--- src/rtl/dmem_arbiter.sv ---
// Round-robin two-port arbiter in front of a single-port data memory.
// Sequences strobes over a fixed access window and returns a one-cycle ack per transaction.
module dmem_arbiter #(
  parameter int unsigned DEPTH   = 256,
  parameter int unsigned MEM_LAT = 2
) (
  input  logic        clk,
  input  logic        reset,
  input  logic        a_req,
  input  logic        a_we,
  input  logic [31:0] a_addr,
  input  logic [31:0] a_wdata,
  output logic        a_ack,
  output logic [31:0] a_rdata,
  output logic        a_err,
  input  logic        b_req,
  input  logic        b_we,
  input  logic [31:0] b_addr,
  input  logic [31:0] b_wdata,
  output logic        b_ack,
  output logic [31:0] b_rdata,
  output logic        b_err,
  output logic [31:0] mem_addr,
  output logic [31:0] mem_wdata,
  output logic        mem_write,
  output logic        mem_read,
  input  logic [31:0] mem_rdata,
  output logic        busy
);

  localparam int unsigned CNT_W = (MEM_LAT > 1) ? $clog2(MEM_LAT) : 1;

  typedef enum logic [1:0] {IDLE, ACCESS, RESP} state_t;

  state_t            state, state_n;
  logic              gnt_q, gnt_n;   // 1 = port B granted
  logic              ptr_q, ptr_n;   // 1 = port B favoured on a tie
  logic              we_q, we_n;
  logic              err_q, err_n;
  logic [31:0]       addr_q, addr_n;
  logic [31:0]       wdata_q, wdata_n;
  logic [CNT_W-1:0]  cnt_q, cnt_n;
  logic              sel_b;
  logic              req_we;
  logic [31:0]       req_addr;
  logic [31:0]       req_wdata;

  // Next-state, grant selection and transaction latching
  always_comb begin
    state_n   = state;
    gnt_n     = gnt_q;
    ptr_n     = ptr_q;
    we_n      = we_q;
    err_n     = err_q;
    addr_n    = addr_q;
    wdata_n   = wdata_q;
    cnt_n     = cnt_q;
    sel_b     = (a_req && b_req) ? ptr_q : b_req;
    req_we    = sel_b ? b_we    : a_we;
    req_addr  = sel_b ? b_addr  : a_addr;
    req_wdata = sel_b ? b_wdata : a_wdata;
    case (state)
      IDLE: begin
        if (a_req || b_req) begin
          gnt_n   = sel_b;
          we_n    = req_we;
          addr_n  = req_addr;
          wdata_n = req_wdata;
          if (req_addr < 32'(DEPTH)) begin
            state_n = ACCESS;
            cnt_n   = CNT_W'(MEM_LAT - 1);
            err_n   = 1'b0;
          end else begin
            state_n = RESP;
            err_n   = 1'b1;
          end
        end
      end
      ACCESS: begin
        if (cnt_q == '0) state_n = RESP;
        else             cnt_n   = cnt_q - CNT_W'(1);
      end
      RESP: begin
        ptr_n   = ~gnt_q;
        state_n = IDLE;
      end
      default: state_n = IDLE;
    endcase
  end

  // State and latched transaction registers
  always_ff @(posedge clk or posedge reset) begin
    if (reset) begin
      state   <= IDLE;
      gnt_q   <= 1'b0;
      ptr_q   <= 1'b0;
      we_q    <= 1'b0;
      err_q   <= 1'b0;
      addr_q  <= '0;
      wdata_q <= '0;
      cnt_q   <= '0;
    end else begin
      state   <= state_n;
      gnt_q   <= gnt_n;
      ptr_q   <= ptr_n;
      we_q    <= we_n;
      err_q   <= err_n;
      addr_q  <= addr_n;
      wdata_q <= wdata_n;
      cnt_q   <= cnt_n;
    end
  end

  // Outputs registered from next-state values so they align with the state they describe
  always_ff @(posedge clk or posedge reset) begin
    if (reset) begin
      mem_addr  <= '0;
      mem_wdata <= '0;
      mem_write <= 1'b0;
      mem_read  <= 1'b0;
      a_ack     <= 1'b0;
      a_err     <= 1'b0;
      b_ack     <= 1'b0;
      b_err     <= 1'b0;
      a_rdata   <= '0;
      b_rdata   <= '0;
      busy      <= 1'b0;
    end else begin
      mem_addr  <= (state_n == ACCESS) ? addr_n  : '0;
      mem_wdata <= (state_n == ACCESS) ? wdata_n : '0;
      mem_write <= (state_n == ACCESS) &&  we_n;
      mem_read  <= (state_n == ACCESS) && !we_n;
      a_ack     <= (state_n == RESP) && !gnt_n;
      a_err     <= (state_n == RESP) && !gnt_n && err_n;
      b_ack     <= (state_n == RESP) &&  gnt_n;
      b_err     <= (state_n == RESP) &&  gnt_n && err_n;
      busy      <= (state_n != IDLE);
      if (state == ACCESS && cnt_q == '0 && !we_q) begin
        if (gnt_q) b_rdata <= mem_rdata;
        else       a_rdata <= mem_rdata;
      end
    end
  end

endmodule
--- config.mk ---
export PLATFORM = sky130hd
export DESIGN_NAME = dmem_arbiter
export DESIGN_NICKNAME = d
export VERILOG_FILES = /design/src/rtl/dmem_arbiter.sv
export SDC_FILE = /design/constraint.sdc
export NUM_CORES = 1
export LEC_CHECK = 0
export CAP_MARGIN = 20
export CORE_ASPECT_RATIO = 1.25
export CORE_MARGIN = 1.5
export CORE_UTILIZATION = 48
export DETAILED_ROUTE_END_ITERATION = 8
export PLACE_DENSITY = 0.85
export RECOVER_POWER = 50
export SYNTH_ARGS = -nofsm -noshare
export SYNTH_HDL_FRONTEND = slang
export SYNTH_SLANG_ARGS = --single-unit
export TNS_END_PERCENT = 50
--- constraint.sdc ---
create_clock -name clk -period 16.4 [get_ports clk]
set_input_delay 2.46 -clock clk [delete_from_list [all_inputs] [get_ports clk]]
set_output_delay 2.46 -clock clk [all_outputs]
set_load 0.005 [all_outputs]
==> results by group <==
Pwr
  • P per Cell Area: 102.4 mW/mm^2
  • Worst vdd ir: 0.06292 mV
  • Leakage: 0.005658 uW
  • Switching part of the total: 0.2309
  • Comb pwr share: 0.126
  • Flop pwr share: 0.460
  • P_int: 957.2 uW
  • Switch Pwr: 287.4 uW
  • Clk pwr share: 0.414

Synth
  • #FFs+latches synth: 206
  • Synth top area share: 0.6244
  • Synthesized area: 0.008255 sq mm
  • Top post-synthesis cells by count: 206 x dfrtp_1, 68 x a21oi_1, 68 x nor2_1, 64 x mux2_2, 64 x mux2i_1
  • Post-synthesis instance total: 665
  • Ys Warns: 0
  • Most frequent cell after synthesis: dfrtp_1
  • Post-synthesis async set-or-reset flop share: 1.000
  • Most used DFF post-synth: dfrtp_1
  • Post-synth cell types: 30
  • Top cells by area, synth: dfrtp_1 62%, mux2_2 8.7%, mux2i_1 7.8%
  • Avg Inst Size Synth: 12.41 sq um
  • Syn Nets: 831
  • Number of synthesized flops with an enable pin: 0
  • Largest area contributor in the netlist: dfrtp_1
  • Seq/Total Area, Yosys: 0.6244

Floorplan
  • Die width: 120.3 um
  • Starting density of the core: 0.4901
  • I/O pins: 301
  • Std cell rows: 53
  • Vert. Die Dim: 149.6 um
  • Die area: 0.01800 sq mm
  • Core ar.: 0.01684 sq mm

Finish
  • Area Growth Syn to Fin: 47.18%
  • NumNets Final: 1118
  • Fillers: 1199
  • Final instance area: 0.01215 sq mm
  • Multi-input gate area: 0.002874 sq mm
  • Register area: 0.005155 sq mm
  • Layout cells sized above 1: 0.1491

Placement
  • Port buffer count: 300
  • GPL Wtd Cong: 0.8626
  • Placed cell area: 0.01139 sq mm
  • DP HPWL: 15010 um
  • Dpl ws: 11.31 ns

Clock tree
  • Clk buf depth: 3
  • Reg clk slew, reported paths: 0.07 ns
  • Root buf cell: clkbuf_16
  • CTS tree: yes
  • Number of buffers created by CTS: 20
  • Post-CTS setup buffer count: 0
  • H-Tree Level Count: 1
  • PostCTS Resize Cnt: 0
  • Skew-Pair Late Insertion Delay: 0.48 ns
  • Sink Count: 206
  • CTS Hold Bufs: 0

STA
  • Unrepaired setup endpoints after global routing: false
  • Max Clk Rate: 0.1439 GHz
  • Slew Limit Fails: 132
  • Tmin final: 6.948 ns
  • Final setup TNS: 0 ns
  • Setup slack after layout: 9.452 ns
  • Slew HR: -2.803
  • Tightest Pin Transition: 5.673 ns
  • Setup Viol. Count Final: 0
  • Clk_skew: 0.01013 ns
  • Hold Vio Cnt, Final: 0
  • WHS: 0.4795 ns
  • Crit share post-route: 0.4237

GRT
  • Initial antenna violation count: 1
  • Total track usage: 0.2369
  • Vias in the first global route: 6514
  • Pin count of the biggest net entering global routing: 132
  • First-pass GRT wire length: 33460 um
  • Global route overflow: 0

Route
  • DR iter-0 viols: 350
  • DRC Markers: 0
  • Via/cell ratio: 5.215
  • Routed wire length per instance: 17.98 um
  • Via count: 6196
  • First-pass detailed-route iteration total: 4
  • Final Routed Wirelength: 21370 um
  • Routed Antenna Nets: 0

Worst setup path
  • Setup crit end kind: asynchronous set/reset pin
  • Worst reg2reg setup slack: 13.68 ns
  • Critical Path RT: 16.88 ns
  • WS Path Type: primary input to asynchronous set/reset pin
  • Critical path startpoint category: primary input
  • Critical path arrival: 7.43 ns
  • CP Max Fanout: 131

Hold path
  • Hold WC Path Type: flip-flop to flip-flop

Outcome
  • Failing checks: max-capacitance violations, max-slew violations
  • Status: finished, violations left

Flow run
  • Max Cap Viol: 1
[worst max-delay path: stages]
cell           delay (ns)
dlygate4sd3_1        0.55
clkinvlp_2           3.12
buf_4                1.12
[cell type report]
| class | instances | area share |
|---|---|---|
| clock inverter | 8 | 0.01380 |
| antenna | 2 | 0.0004119 |
| clock buffer | 28 | 0.04788 |
| inverter | 5 | 0.001648 |
| sequential | 206 | 0.4243 |
| multi-input combinational | 412 | 0.2365 |
| timing repair buffer | 307 | 0.2528 |
| tap | 220 | 0.02265 |
[stage by stage]
stage	utilization	total power [uW]	cells
floorplan	-	659.4	665
global route	0.7212	1295	1187
global placement	0.6760	731.8	1149
detailed placement	0.6760	739.5	1149
finish	0.7214	1245	1188
CTS	0.7205	1256	1185
[worst paths after layout]
check | start | endpoint | depth (start not counted)
max in group clk | a_req | addr_q[3] | 6
worst min-delay path | wdata_q[24] | mem_wdata[24] | 2
worst max register to register | ptr_q | addr_q[3] | 5
worst min register to register | wdata_q[24] | mem_wdata[24] | 2
worst max-delay path | reset | wdata_q[4] | 3
min in group asynchronous | reset | a_rdata[2] | 2
[power groups by stage]
stage | Combinational (uW) | Clock (uW) | Sequential, uW
final | 157 | 515 | 572
after global routing | 174 | 544 | 577
after CTS | 160 | 524 | 572
after global placement | 154 | 0 | 578
after floorplan | 83.8 | 0 | 576
after detailed placement | 159 | 0 | 581
[flip-flops by register name (all words and copies together) (netlist names), 2 cells and up]
name       cells
wdata_q       32
addr_q        32
mem_addr      32
b_rdata       32
a_rdata       32
mem_wdata     32
state          2
[kinds of logic after synthesis]
family | share of synthesized area
multiplexers | 0.1649
AND/OR/NAND/NOR | 0.09078
buffers and inverters | 0.02910
AO/OA/AOI/OAI | 0.09079
flip-flops | 0.6244
[metal layers]
layer / up-vias / GRT usage / part of all wire
li1: 2901 / - / -
met1: 2973 / 0.2746 / 0.37
met2: 255 / 0.4180 / 0.52
met3: 67 / 0.04497 / 0.061
met4: 0 / 0.1224 / 0.048
met5: - / 0 / 0
[cell usage in the layout (no fill, tap or decap), types with 2 or more instances in the layout]
cell type / count
a21oi_1: 68
o21ai_2: 37
bufinv_16: 5
dfrtp_1: 206
mux2_2: 64
clkbuf_1: 5
nor2_1: 68
and3_1: 24
nand4_1: 3
dlygate4sd3_1: 80
nand2_1: 51
clkdlybuf4s50_1: 220
inv_1: 4
nor4_1: 12
buf_4: 5
diode_2: 2
o21ai_0: 6
clkbuf_16: 21
mux2i_1: 64
clkbuf_8: 3
clkinv_2: 2
No activity file was read; power rests on OpenSTA's default activity.
